**src/rtl/k_and_s_pkg.sv**
```systemverilog
// Shared types for the K&S datapath: decoded instruction set, opcodes,
// ALU operation encoding and the flag bundle.
package k_and_s_pkg;

  typedef enum logic [4:0] {
    I_NOP,
    I_LOAD,
    I_STORE,
    I_MOVE,
    I_ADD,
    I_SUB,
    I_AND,
    I_OR,
    I_BRANCH,
    I_BZERO,
    I_BNEG,
    I_BOV,
    I_BNOV,
    I_BNNEG,
    I_BNZERO,
    I_CALL,
    I_RET,
    I_HALT
  } decoded_instruction_type;

  // Opcodes live in IR[15:8]
  localparam logic [7:0] OP_BRANCH = 8'h01;
  localparam logic [7:0] OP_BZERO  = 8'h02;
  localparam logic [7:0] OP_BNEG   = 8'h03;
  localparam logic [7:0] OP_BOV    = 8'h05;
  localparam logic [7:0] OP_BNOV   = 8'h06;
  localparam logic [7:0] OP_CALL   = 8'h07;
  localparam logic [7:0] OP_RET    = 8'h08;
  localparam logic [7:0] OP_BNNEG  = 8'h0A;
  localparam logic [7:0] OP_BNZERO = 8'h0B;
  localparam logic [7:0] OP_LOAD   = 8'h81;
  localparam logic [7:0] OP_STORE  = 8'h82;
  localparam logic [7:0] OP_MOVE   = 8'h91;
  localparam logic [7:0] OP_ADD    = 8'hA1;
  localparam logic [7:0] OP_SUB    = 8'hA2;
  localparam logic [7:0] OP_AND    = 8'hA3;
  localparam logic [7:0] OP_OR     = 8'hA4;
  localparam logic [7:0] OP_HALT   = 8'hFF;

  typedef enum logic [1:0] {
    ALU_ADD = 2'b00,
    ALU_SUB = 2'b01,
    ALU_AND = 2'b10,
    ALU_OR  = 2'b11
  } alu_op_t;

  typedef struct packed {
    logic zero;
    logic neg;
    logic uov;  // carry on add, borrow on sub
    logic sov;
  } flags_t;

endpackage

```
**src/rtl/k_and_s_ret_stack.sv**
```systemverilog
// Return-address stack for CALL/RET. push/pop arrive already qualified by
// the PC update strobe. Misuse (push+pop together, pop when empty, push
// when full) leaves the stack untouched and sets a sticky error.
module k_and_s_ret_stack #(
  parameter int WIDTH = 5,
  parameter int DEPTH = 4
) (
  input  logic             clk,
  input  logic             rst_n,
  input  logic             push,
  input  logic             pop,
  input  logic [WIDTH-1:0] din,
  output logic [WIDTH-1:0] top,
  output logic             empty,
  output logic             full,
  output logic             err
);

  localparam int PW = $clog2(DEPTH + 1);
  localparam int IW = (DEPTH > 1) ? $clog2(DEPTH) : 1;

  logic [WIDTH-1:0] mem [DEPTH];
  logic [PW-1:0]    ptr;
  logic [IW-1:0]    top_idx;

  assign empty   = (ptr == '0);
  assign full    = (ptr == PW'(DEPTH));
  assign top_idx = ptr[IW-1:0] - IW'(1);
  // Only meaningful when non-empty; the PC logic ignores it otherwise.
  assign top     = mem[top_idx];

  // Occupancy pointer and sticky error flag
  // NOTE: state registers use non-blocking (<=) so every flop samples the
  // pre-edge values; blocking here would create order-dependent simulation.
  always_ff @(posedge clk or negedge rst_n) begin
    if (!rst_n) begin
      ptr <= '0;
      err <= 1'b0;
    end else if (push && pop) begin
      err <= 1'b1;
    end else if (pop) begin
      if (empty) err <= 1'b1;
      else       ptr <= ptr - PW'(1);
    end else if (push) begin
      if (full) err <= 1'b1;
      else      ptr <= ptr + PW'(1);
    end
  end

  // Entry storage, written on a legal push
  // NOTE: storage has no reset; emptiness is tracked by ptr alone, so the
  // contents never need clearing and map onto plain flops/RAM without reset.
  always_ff @(posedge clk) begin
    if (push && !pop && !full) mem[ptr[IW-1:0]] <= din;
  end

endmodule

```
**src/rtl/k_and_s_data_path_gen2.sv**
```systemverilog
// K&S datapath, generation 2: IR, 5-bit PC, 4 x DATA_W register file,
// ALU with registered flags, and a CALL/RET return-address stack.
module k_and_s_data_path_gen2
  import k_and_s_pkg::*;
#(
  parameter int DATA_W      = 16,
  parameter int STACK_DEPTH = 4
) (
  input  logic                    clk,
  input  logic                    rst_n,
  input  logic                    branch,
  input  logic                    pc_enable,
  input  logic                    ir_enable,
  input  logic                    addr_sel,
  input  logic                    c_sel,
  input  logic [1:0]              operation,
  input  logic                    write_reg_enable,
  input  logic                    flags_reg_enable,
  input  logic                    stack_push,
  input  logic                    stack_pop,
  output decoded_instruction_type decoded_instruction,
  output logic                    zero_op,
  output logic                    neg_op,
  output logic                    unsigned_overflow,
  output logic                    signed_overflow,
  output logic [4:0]              ram_addr,
  output logic [DATA_W-1:0]       data_out,
  input  logic [DATA_W-1:0]       data_in,
  output logic                    stack_empty,
  output logic                    stack_full,
  output logic                    stack_err
);

  if (DATA_W < 16) begin : g_bad_data_w
    $error("k_and_s_data_path_gen2: DATA_W must be >= 16");
  end
  if (STACK_DEPTH < 1) begin : g_bad_depth
    $error("k_and_s_data_path_gen2: STACK_DEPTH must be >= 1");
  end

  logic [15:0]       ir;
  logic [4:0]        pc;
  logic [DATA_W-1:0] regs [4];
  logic [1:0]        a_addr, b_addr, c_addr;
  logic [4:0]        mem_addr;
  logic [DATA_W-1:0] bus_a, bus_b, bus_c;
  logic [DATA_W-1:0] alu_result;
  logic [DATA_W:0]   sum;
  logic [DATA_W-1:0] b_eff;
  flags_t            alu_flags, flags_q;
  logic              push_q, pop_q;
  logic [4:0]        stack_top;
  logic              unused_ir_bit;

  // IR[7] carries no field in any instruction format
  assign unused_ir_bit = ir[7];

  // Instruction decode: opcode plus register/address fields, zero when unused
  // NOTE: every output gets a default before the case so no path leaves a
  // value unassigned, which would otherwise infer a latch.
  always_comb begin
    decoded_instruction = I_NOP;
    a_addr   = 2'd0;
    b_addr   = 2'd0;
    c_addr   = 2'd0;
    mem_addr = 5'd0;
    case (ir[15:8])
      OP_LOAD:   begin decoded_instruction = I_LOAD;  c_addr = ir[6:5]; mem_addr = ir[4:0]; end
      OP_STORE:  begin decoded_instruction = I_STORE; a_addr = ir[6:5]; mem_addr = ir[4:0]; end
      OP_MOVE:   begin decoded_instruction = I_MOVE;  c_addr = ir[3:2]; a_addr = ir[1:0]; b_addr = ir[1:0]; end
      OP_ADD:    begin decoded_instruction = I_ADD;   a_addr = ir[1:0]; b_addr = ir[3:2]; c_addr = ir[5:4]; end
      OP_SUB:    begin decoded_instruction = I_SUB;   a_addr = ir[1:0]; b_addr = ir[3:2]; c_addr = ir[5:4]; end
      OP_AND:    begin decoded_instruction = I_AND;   a_addr = ir[1:0]; b_addr = ir[3:2]; c_addr = ir[5:4]; end
      OP_OR:     begin decoded_instruction = I_OR;    a_addr = ir[1:0]; b_addr = ir[3:2]; c_addr = ir[5:4]; end
      OP_BRANCH: begin decoded_instruction = I_BRANCH; mem_addr = ir[4:0]; end
      OP_BZERO:  begin decoded_instruction = I_BZERO;  mem_addr = ir[4:0]; end
      OP_BNEG:   begin decoded_instruction = I_BNEG;   mem_addr = ir[4:0]; end
      OP_BOV:    begin decoded_instruction = I_BOV;    mem_addr = ir[4:0]; end
      OP_BNOV:   begin decoded_instruction = I_BNOV;   mem_addr = ir[4:0]; end
      OP_BNNEG:  begin decoded_instruction = I_BNNEG;  mem_addr = ir[4:0]; end
      OP_BNZERO: begin decoded_instruction = I_BNZERO; mem_addr = ir[4:0]; end
      OP_CALL:   begin decoded_instruction = I_CALL;   mem_addr = ir[4:0]; end
      OP_RET:    decoded_instruction = I_RET;
      OP_HALT:   decoded_instruction = I_HALT;
      default:   decoded_instruction = I_NOP;
    endcase
  end

  // Register file reads are combinational
  assign bus_a    = regs[a_addr];
  assign bus_b    = regs[b_addr];
  assign bus_c    = c_sel ? alu_result : data_in;
  assign data_out = bus_a;
  assign ram_addr = addr_sel ? mem_addr : pc;

  // ALU: result and the flags it would produce this cycle
  always_comb begin
    sum        = '0;
    b_eff      = bus_b;
    alu_result = '0;
    alu_flags  = '0;
    case (alu_op_t'(operation))
      ALU_ADD: begin
        sum            = {1'b0, bus_a} + {1'b0, bus_b};
        alu_result     = sum[DATA_W-1:0];
        alu_flags.uov  = sum[DATA_W];
      end
      ALU_SUB: begin
        b_eff          = ~bus_b;
        sum            = {1'b0, bus_a} + {1'b0, b_eff} + {{DATA_W{1'b0}}, 1'b1};
        alu_result     = sum[DATA_W-1:0];
        alu_flags.uov  = ~sum[DATA_W];
      end
      ALU_AND: alu_result = bus_a & bus_b;
      ALU_OR:  alu_result = bus_a | bus_b;
      default: alu_result = '0;
    endcase
    if (operation == ALU_ADD || operation == ALU_SUB) begin
      alu_flags.sov = (bus_a[DATA_W-1] == b_eff[DATA_W-1]) &&
                      (alu_result[DATA_W-1] != bus_a[DATA_W-1]);
    end
    alu_flags.zero = (alu_result == '0);
    alu_flags.neg  = alu_result[DATA_W-1];
  end

  // Instruction register
  always_ff @(posedge clk or negedge rst_n) begin
    if (!rst_n)         ir <= 16'h0000;
    else if (ir_enable) ir <= data_in[15:0];
  end

  // Register file write port, reset to zero
  always_ff @(posedge clk or negedge rst_n) begin
    if (!rst_n) begin
      for (int i = 0; i < 4; i++) regs[i] <= '0;
    end else if (write_reg_enable) begin
      regs[c_addr] <= bus_c;
    end
  end

  // Flags register, holds unless explicitly loaded
  always_ff @(posedge clk or negedge rst_n) begin
    if (!rst_n)                flags_q <= '0;
    else if (flags_reg_enable) flags_q <= alu_flags;
  end

  assign zero_op           = flags_q.zero;
  assign neg_op            = flags_q.neg;
  assign unsigned_overflow = flags_q.uov;
  assign signed_overflow   = flags_q.sov;

  // Stack requests only count together with a PC update
  assign push_q = pc_enable & stack_push;
  assign pop_q  = pc_enable & stack_pop;

  k_and_s_ret_stack #(
    .WIDTH (5),
    .DEPTH (STACK_DEPTH)
  ) u_ret_stack (
    .clk   (clk),
    .rst_n (rst_n),
    .push  (push_q),
    .pop   (pop_q),
    .din   (pc),
    .top   (stack_top),
    .empty (stack_empty),
    .full  (stack_full),
    .err   (stack_err)
  );

  // Program counter: RET/CALL take precedence over plain branch; misuse falls back to PC+1
  always_ff @(posedge clk or negedge rst_n) begin
    if (!rst_n) begin
      pc <= 5'd0;
    end else if (pc_enable) begin
      if (stack_push && stack_pop)  pc <= pc + 5'd1;
      else if (stack_pop)           pc <= stack_empty ? pc + 5'd1 : stack_top;
      else if (stack_push)          pc <= mem_addr;
      else if (branch)              pc <= mem_addr;
      else                          pc <= pc + 5'd1;
    end
  end

endmodule

```
**config.mk**
```make
export PLATFORM = sky130hd
export DESIGN_NAME = k_and_s_data_path_gen2
export DESIGN_NICKNAME = d
export VERILOG_FILES = /design/src/rtl/k_and_s_pkg.sv /design/src/rtl/k_and_s_ret_stack.sv /design/src/rtl/k_and_s_data_path_gen2.sv
export SDC_FILE = /design/constraint.sdc
export NUM_CORES = 1
export LEC_CHECK = 0
export CORE_MARGIN = 3
export CORE_UTILIZATION = 60
export CTS_BUF_LIST = sky130_fd_sc_hd__clkbuf_4 sky130_fd_sc_hd__clkbuf_8
export DETAILED_ROUTE_END_ITERATION = 10
export GPL_TIMING_DRIVEN = 0
export PLACE_DENSITY_LB_ADDON = 0.1
export SYNTH_ARGS = -nofsm -noshare
export SYNTH_HDL_FRONTEND = slang
export SYNTH_SLANG_ARGS = --single-unit
```
**constraint.sdc**
```tcl
create_clock -name clk -period 5.1 [get_ports clk]
set_input_delay 1.02 -clock clk [delete_from_list [all_inputs] [get_ports clk]]
set_output_delay 1.02 -clock clk [all_outputs]
set_load 0.005 [all_outputs]
```
### Word level (Yosys, flattened, before mapping)

Memories as Yosys holds them, arrays and structs flattened.
Index checks and enable logic that the tools add are counted.

| storage, ports and cells | value |
|---|---|
| word-level logic and storage cells | 116 |
| output and inout bits | 33 |
| register bits after elaboration | 93 |
| bits of input ports | 29 |
| memories | 1 |
| bits in writable memories | 20 |

| cells by class | value |
|---|---|
| $add $sub $neg | 7 |
| multiplexer cells | 36 |
| magnitude comparators | 4 |
| reductions and logical operators | 20 |
| equal/unequal tests | 26 |
| bitwise gates (word level) | 10 |

Memories:

| name | depth | bits a word | read ports | clocked after memory_dff | wr ports | line | text |
|---|---|---|---|---|---|---|---|
| u_ret_stack.mem | 4 | 5 | 1 | 0 | 1 | k_and_s_ret_stack.sv:22 | `logic [WIDTH-1:0] mem [DEPTH];` |

Operator list:

| cell | number |
|---|---|
| two-way mux 16 bit | 7 |
| one-hot mux 5 bit (17 select lines) | 1 |
| binary-select mux 16 bit (select 2 bit) | 2 |
| bitwise mux 64 bit | 1 |
| equality test 8 bit (second input constant) | 8 |
| one-hot mux 16 bit (4 select lines) | 1 |
| two-way mux 5 bit | 7 |
| adder 16 x 16 -> 17 bit | 2 |
| demux 16 bit (select 2 bit) | 1 |
| equality test 8 x 3 -> 1 bit (second input constant) | 3 |
| equality test 8 x 4 -> 1 bit (second input constant) | 3 |
| adder 17 x 1 -> 17 bit (second input constant) | 1 |
| bitwise AND 16 bit | 1 |
| equality test 8 x 2 -> 1 bit (second input constant) | 2 |
| zero test 16 bit | 1 |
| NOT 16 bit | 1 |
| OR 16 bit | 1 |
| two-way mux 3 bit | 4 |
| OR reduction 10 bit | 1 |
| >= comparator 3 bit (second input constant) | 3 |
| NOT 2 -> 3 bit | 3 |
| equality test 8 x 1 -> 1 bit (second input constant) | 1 |
| two-way mux 1 bit | 8 |
| one-hot mux 2 bit (2 select lines) | 2 |
| 28 further kinds | 38 |

### Longest topological paths before layout

| logic depth | value |
|---|---|
| word-level depth | 14 |
| gate-level depth with buffers | 22 |
| gate-level depth less buffers | 19 |

### Hierarchy

A second synthesis with hierarchy kept.

| unflattened totals | value |
|---|---|
| cell total of the unflattened synthesis | 938 |
| area, all modules | 8,844.7 µm² |

By module, submodules not included:

| module | instances | area each (µm²) | sequential area each (µm²) | cells an instance |
|---|---|---|---|---|
| k_and_s_data_path_gen2 | 1 | 7,713.6 | 2,202.1 | 871 |
| k_and_s_ret_stack | 1 | 1,131.1 | 700.7 | 67 |

### Worst setup path before layout

Ideal clock, no wire load.

| timing path | value |
|---|---|
| path type | register -> register |
| start | reg ir[11] |
| end | reg regs[44] (netlist name) |
| slack | 0.634 ns |
| setup time | 0.125 ns |
| clock period less this slack | 4.466 ns |
| required time | 4.975 ns |
| cell stages (with the launch flop) | 20 |
| arrival time | 4.342 ns |
| path buffers | 3 |
| cell sequence | dfrtp_1 -> buf_6 -> nor4b_2 -> and2_2 -> and2_4 -> or2_1 -> a22o_1 -> buf_2 -> buf_2 -> mux2_2 -> ha_1 -> fa_1 -> nor3_1 -> o31ai_1 -> and3_1 -> o22ai_1 -> mux2_2 -> a221oi_2 -> a21oi_1 -> mux2_2 |

| between the ends | value |
|---|---|
| cells in the longest elaborated chain, start to end | 13 |
| elaborated cells between the ends (all ways) | 35 |
| classes of those cells | add/sub: 3; order compare: 2; eq/ne: 7; mux: 14; bitwise: 6; reduce/logical: 3 |

RTL lines:

| item | line | text |
|---|---|---|
| from (decl) | k_and_s_data_path_gen2.sv:41 | `logic [15:0] ir;` |
| from (signal assigned) | k_and_s_data_path_gen2.sv:129 | `else if (ir_enable) ir <= data_in[15:0];` |
| equality test 8 bit | k_and_s_data_path_gen2.sv:67 | `case (ir[15:8])` |
| OR reduction 4 bit (no line) | - |  |
| one-hot mux 2 bit (2 select lines) | k_and_s_data_path_gen2.sv:67 |  |
| NOT 2 -> 3 bit (not written as such) | k_and_s_data_path_gen2.sv:91 | `assign bus_b = regs[b_addr];` |
| binary-select mux 16 bit (select 2 bit) | k_and_s_data_path_gen2.sv:91 |  |
| two-way mux 16 bit (not written as such) (2 in a row) | k_and_s_data_path_gen2.sv:91 |  |
| NOT 16 bit | k_and_s_data_path_gen2.sv:109 | `b_eff = ~bus_b;` |
| adder 16 x 16 -> 17 bit | k_and_s_data_path_gen2.sv:110 | `sum = {1'b0, bus_a} + {1'b0, b_eff} + {{DATA_W{1'b0}}, 1'b1};` |
| adder 17 x 1 -> 17 bit | k_and_s_data_path_gen2.sv:110 |  |
| one-hot mux 16 bit (4 select lines) | k_and_s_data_path_gen2.sv:102 | `case (alu_op_t'(operation))` |
| two-way mux 16 bit | k_and_s_data_path_gen2.sv:92 | `assign bus_c = c_sel ? alu_result : data_in;` |
| bitwise mux 64 bit * | k_and_s_data_path_gen2.sv:137 | `regs[c_addr] <= bus_c;` |
| to (signal, indexed assignment) | k_and_s_data_path_gen2.sv:137 |  |
| to (decl) | k_and_s_data_path_gen2.sv:43 | `logic [DATA_W-1:0] regs [4];` |

Mark *: on every way between the ends. The rest lies on a longest branch, timed or not. The select of a mux whose other input is x is not followed.
A chain may end at the register's enable or synchronous reset.

### Final worst setup path

| timing path | value |
|---|---|
| start | reg ir[9] |
| end | reg regs[28] (netlist name) |

Same word-level chain as after synthesis.

==> results.md <==
- The flow ran to the end, and the final reports show no timing, DRC or antenna violations.
- The internal reg-to-reg setup slack is 100 ps.
- The CTS root buffer is sky130_fd_sc_hd__clkbuf_8.
- The synthesized area is between 8000 and 9000 um2.
- The path class of the lowest-slack min-delay path is reg2reg.
- After global routing the overflow that remains totals 0.
- The die height is about 130 um.
- The count of endpoints failing hold in the final timing report is 0.
- The number of vias per cell is roughly 6.4.
- The half-perimeter wire length of the detailed placement result is around 18 mm.
- Input and output buffers added on the ports amount to 56.
- Between clock sinks in the finished design, the worst skew comes to 21.2 ps.
- The number of placement rows is 43.
- Timing analysis after detailed placement gives a worst setup slack of -157 ps.
- The number of antenna violations at the first check in global routing is 1.
- The startpoint of the most critical hold path is u_ret_stack.err$_DFFE_PN0P_.
- Derived from the worst setup path, the maximum achievable clock frequency is roughly 0.20 GHz.
- Leaving out fill and tap cells, the most frequent cell in the layout is sky130_fd_sc_hd__dfrtp_1.
- The clock latency at the later pin of the worst-skew pair is 400 ps.
- Max-cap violations in this run came to 0.
- The nature of the critical path startpoint is a flop.
- The number of slew-limit violations in the final report is 0.
- The worst path needs 5000 ps of the cycle, external delays included.
- The critical path data required time is approximately 5400 ps.
- The count of routing violations after the opening detailed-route iteration is 775.
- The worst register-to-register path ends at regs[28]$_DFFE_PN0P_.
- The layout filler cell count is between 1000 and 1500.
- Entering global routing, the biggest net connects between 60 and 70 pins.
- The region available for standard cell placement spans approximately 14000 um2.
- Buffers inserted to repair hold after CTS numbered 0.
- The average instance area after synthesis is around 9.6 um2.
- The deepest level of the CTS H-tree is 3.
- Wires add up to about 24 mm.
- Summing all flip-flop and latch instances after layout gives about 2900 um2.
- The layout cell share with drive strength beyond 1 is about 19%.
- The top flip-flop cell by instance count after synthesis is sky130_fd_sc_hd__dfrtp_1.
- The TritonCTS clock tree is done.
- The via count of the first global-routing pass is 6780.
- Counting flops and latches in the post-synthesis netlist gives roughly 110.
- Counting every net in the synthesized netlist gives between 900 and 1000.
- The final layout net count is ~1100.
- The clock-pin slew on the worst setup and hold paths is 120 ps.
- Counting along the longest clock path gives a buffer depth of 2.
- The least setup slack across all paths after layout is 101 ps.
- In the layout the commonest cells are 92 x sky130_fd_sc_hd__dfrtp_1, 82 x sky130_fd_sc_hd__mux2i_1, 69 x sky130_fd_sc_hd__mux2_2.
- The share of async-settable or async-resettable flops after synthesis is 82.1%.
- STA classifies the critical path endpoint as a flop.
- The total power is 5.38 mW.
- The area growth from synthesis to layout is 14.8%.
- The final critical path takes up slightly below 100% of the cycle.
- The worst path arrival time is about 5300 ps.
- IR analysis of the VDD net gives a maximum drop of between 200 and 300 uV.
- For this design the ratio of total power to cell area is approximately 540 nW/um2.
- After detailed routing, the average wire length per cell comes to between 20 and 25 um.
- The number of failing setup endpoints in the final timing report is 0.
- The die extent in x is 126 um.
- Along the worst path, the maximum fanout reaches 10.
- The register area share after synthesis is 33.5%.
- Measured in cells, the most critical reg-to-reg path has a length of 19.
- The worst hold endpoint is u_ret_stack.err$_DFFE_PN0P_.
- At the pin with the least slew margin, the transition time is 761 ps.
- In the routed design, unresolved DRC markers number 0.
- Counting flops with a built-in enable in the synthesized netlist gives 20.
- The aggregate global-route resource usage is just under 30%.
- The netlist uses 84 different library cells.
- In the final layout, the multi-input gates occupy 5480 um2.
- The count of cells along the worst hold path is 1.
- The number of buffers added by the clock tree synthesis step is 9.
- The number of sinks on the clock net is between 100 and 150.
- The accumulated negative setup slack is 0 ps.
- The first-pass GRT wire length is around 37 mm.
- Synthesis produced 900 cells.
- The classification of the worst setup path is reg2reg.
- In this run the tightest slew margin relative to its limit is between 40% and 50%.
- Once the floorplan was initialized, standard cells occupied roughly three fifths of the core.
- In this run the static leakage power is just over 4 nW.
- 0 antenna diodes ended up in the layout.
- Pin placement for this block handled 62 I/O pins.
- The startpoint of the most critical register-to-register path is ir[9]$_DFFE_PN0P_.
- The detail route stage leaves a number of antenna-violating nets equal to 0.
- The total via count after detailed routing is 7328.
- The die area is around 16000 um2.
- The congestion estimate from routability-driven global placement came to between 0.9 and 1.
- The total number of yosys warnings is 0.
- Before antenna repair, the detailed router went through 5 iterations.
==> how the worst max path moves through the flow <==
| stage | start | to | slack, ps | depth (start not counted) |
|---|---|---|---|---|
| after detailed placement | ir[9]$_DFFE_PN0P_ | regs[30]$_DFFE_PN0P_ | -160 | 19 |
| final | ir[9]$_DFFE_PN0P_ | regs[28]$_DFFE_PN0P_ | 100 | 19 |
| after global placement | rst_n | regs[55]$_DFFE_PN0P_ | -510 | 1 |
| after floorplan | ir[11]$_DFFE_PN0P_ | regs[44]$_DFFE_PN0P_ | 630 | 19 |
| after CTS | ir[9]$_DFFE_PN0P_ | regs[30]$_DFFE_PN0P_ | 20 | 21 |
| after global routing | ir[9]$_DFFE_PN0P_ | zero_op$_DFFE_PN0P_ | -10 | 21 |
==> cells in the mapped netlist (3+ instances only) <==
cell	count	area share (%)
sky130_fd_sc_hd__buf_2	22	1.3
sky130_fd_sc_hd__nor2_1	63	2.7
sky130_fd_sc_hd__nor3_1	8	0.46
sky130_fd_sc_hd__edfxtp_1	20	6.9
sky130_fd_sc_hd__and2_1	5	0.36
sky130_fd_sc_hd__o211ai_1	11	0.95
sky130_fd_sc_hd__o21bai_1	7	0.61
sky130_fd_sc_hd__a21oi_1	59	3.4
sky130_fd_sc_hd__a21o_1	7	0.61
sky130_fd_sc_hd__nand3_1	21	1.2
sky130_fd_sc_hd__a22o_1	5	0.51
sky130_fd_sc_hd__nand4_1	9	0.65
sky130_fd_sc_hd__nor2b_1	20	1.4
sky130_fd_sc_hd__inv_1	57	2.5
sky130_fd_sc_hd__mux4_2	7	1.8
sky130_fd_sc_hd__dfrtp_1	92	27
sky130_fd_sc_hd__clkbuf_1	22	0.95
sky130_fd_sc_hd__o21ai_0	41	2.4
sky130_fd_sc_hd__a32oi_1	3	0.30
sky130_fd_sc_hd__fa_1	3	0.69
sky130_fd_sc_hd__nand2_1	62	2.7
sky130_fd_sc_hd__buf_4	4	0.35
sky130_fd_sc_hd__a211oi_1	8	0.69
sky130_fd_sc_hd__mux2_2	70	9.1
sky130_fd_sc_hd__o31ai_1	3	0.26
sky130_fd_sc_hd__and3_1	3	0.22
sky130_fd_sc_hd__buf_1	4	0.17
sky130_fd_sc_hd__nor4_1	5	0.36
sky130_fd_sc_hd__ha_1	56	8.1
sky130_fd_sc_hd__a2111oi_0	3	0.30
sky130_fd_sc_hd__mux2i_1	91	11
sky130_fd_sc_hd__o21a_1	4	0.35
sky130_fd_sc_hd__a31oi_1	3	0.22
sky130_fd_sc_hd__nand2b_1	6	0.43
sky130_fd_sc_hd__a22oi_1	4	0.35
sky130_fd_sc_hd__xnor2_1	14	1.4
sky130_fd_sc_hd__o22ai_1	10	0.72
==> state kept, by name (all words and copies together), names as in the netlist <==
name               flops
u_ret_stack.err        1
ir                    15
regs                  64
signed_overflow        1
u_ret_stack.mem       20
zero_op                1
pc                     5
neg_op                 1
unsigned_overflow      1
u_ret_stack.ptr        3
==> logic make-up after synthesis <==
group / count (synthesis) / synth area share, %
muxes: 168 / 21.4
xor gates and xnor gates: 16 / 1.62
DFF: 112 / 33.5
AOI/OAI and AO/OA: 208 / 16.1
adders and majority gates: 59 / 8.77
and+or+nand+nor: 224 / 12.9
buffers and inverters: 113 / 5.74
==> power by group <==
part           switching, mW  internal [mW]  leakage (nW)
Combinational           2.08           1.50          2.63
Sequential             0.178           1.12          1.34
Clock                  0.312          0.186        0.0873
==> worst max-delay path: stages, from the launching register on <==
cell and delay, ps:
sky130_fd_sc_hd__dfrtp_1 390, sky130_fd_sc_hd__buf_6 140, sky130_fd_sc_hd__nor4_4 290, sky130_fd_sc_hd__and4bb_2 330, sky130_fd_sc_hd__buf_12 120, sky130_fd_sc_hd__a22o_4 140, sky130_fd_sc_hd__buf_12 140, sky130_fd_sc_hd__buf_4 290
sky130_fd_sc_hd__mux2i_2 350, sky130_fd_sc_hd__inv_1 100, sky130_fd_sc_hd__ha_1 320, sky130_fd_sc_hd__buf_2 200, sky130_fd_sc_hd__nor4_2 310, sky130_fd_sc_hd__o31ai_2 140, sky130_fd_sc_hd__and3_1 190, sky130_fd_sc_hd__o22ai_1 200
sky130_fd_sc_hd__mux2_2 390, sky130_fd_sc_hd__a221oi_4 330, sky130_fd_sc_hd__a21oi_1 160, sky130_fd_sc_hd__mux2_2 330
==> stage by stage <==
stage | instances | hold WS (ps) | utilization (%) | instance area [um2]
final | 1154 | 471 | 71.1 | 9950
after global routing | 1154 | 504 | 71.1 | 9950
after CTS | 1153 | 473 | 69.5 | 9730
after detailed placement | 1137 | 447 | 67.8 | 9480
after global placement | 1136 | 443 | 67.6 | 9460
after floorplan | 900 | 451 | - | 8670
==> repair_timing <==
item / 4_1_cts / 5_1_grt
endpoints found under the setup margin: 23 / 44
gates resized for setup: 16 / 45
buffers inserted: 0 / 3
pin swaps: 3 / 7
==> final cells by class <==
| class | instances | share of cell area [%] |
|---|---|---|
| Multi-Input combinational cell | 675 | 55.1 |
| Sequential cell | 112 | 29.2 |
| Timing Repair Buffer | 60 | 6.24 |
| Buffer | 53 | 3.32 |
| Tap cell | 180 | 2.26 |
| Inverter | 58 | 2.19 |
| Clock buffer | 10 | 1.32 |
| Clock inverter | 6 | 0.440 |
==> routing by layer <==
layer  wire [um]  share of wire [%]  GRT usage [%]
met2       11100                 45           45.3
met4         691                2.8           10.0
met5           0                  0              0
met1       10900                 45           42.8
met3        1790                7.3           5.68
Power figures use the tool's default switching activity.
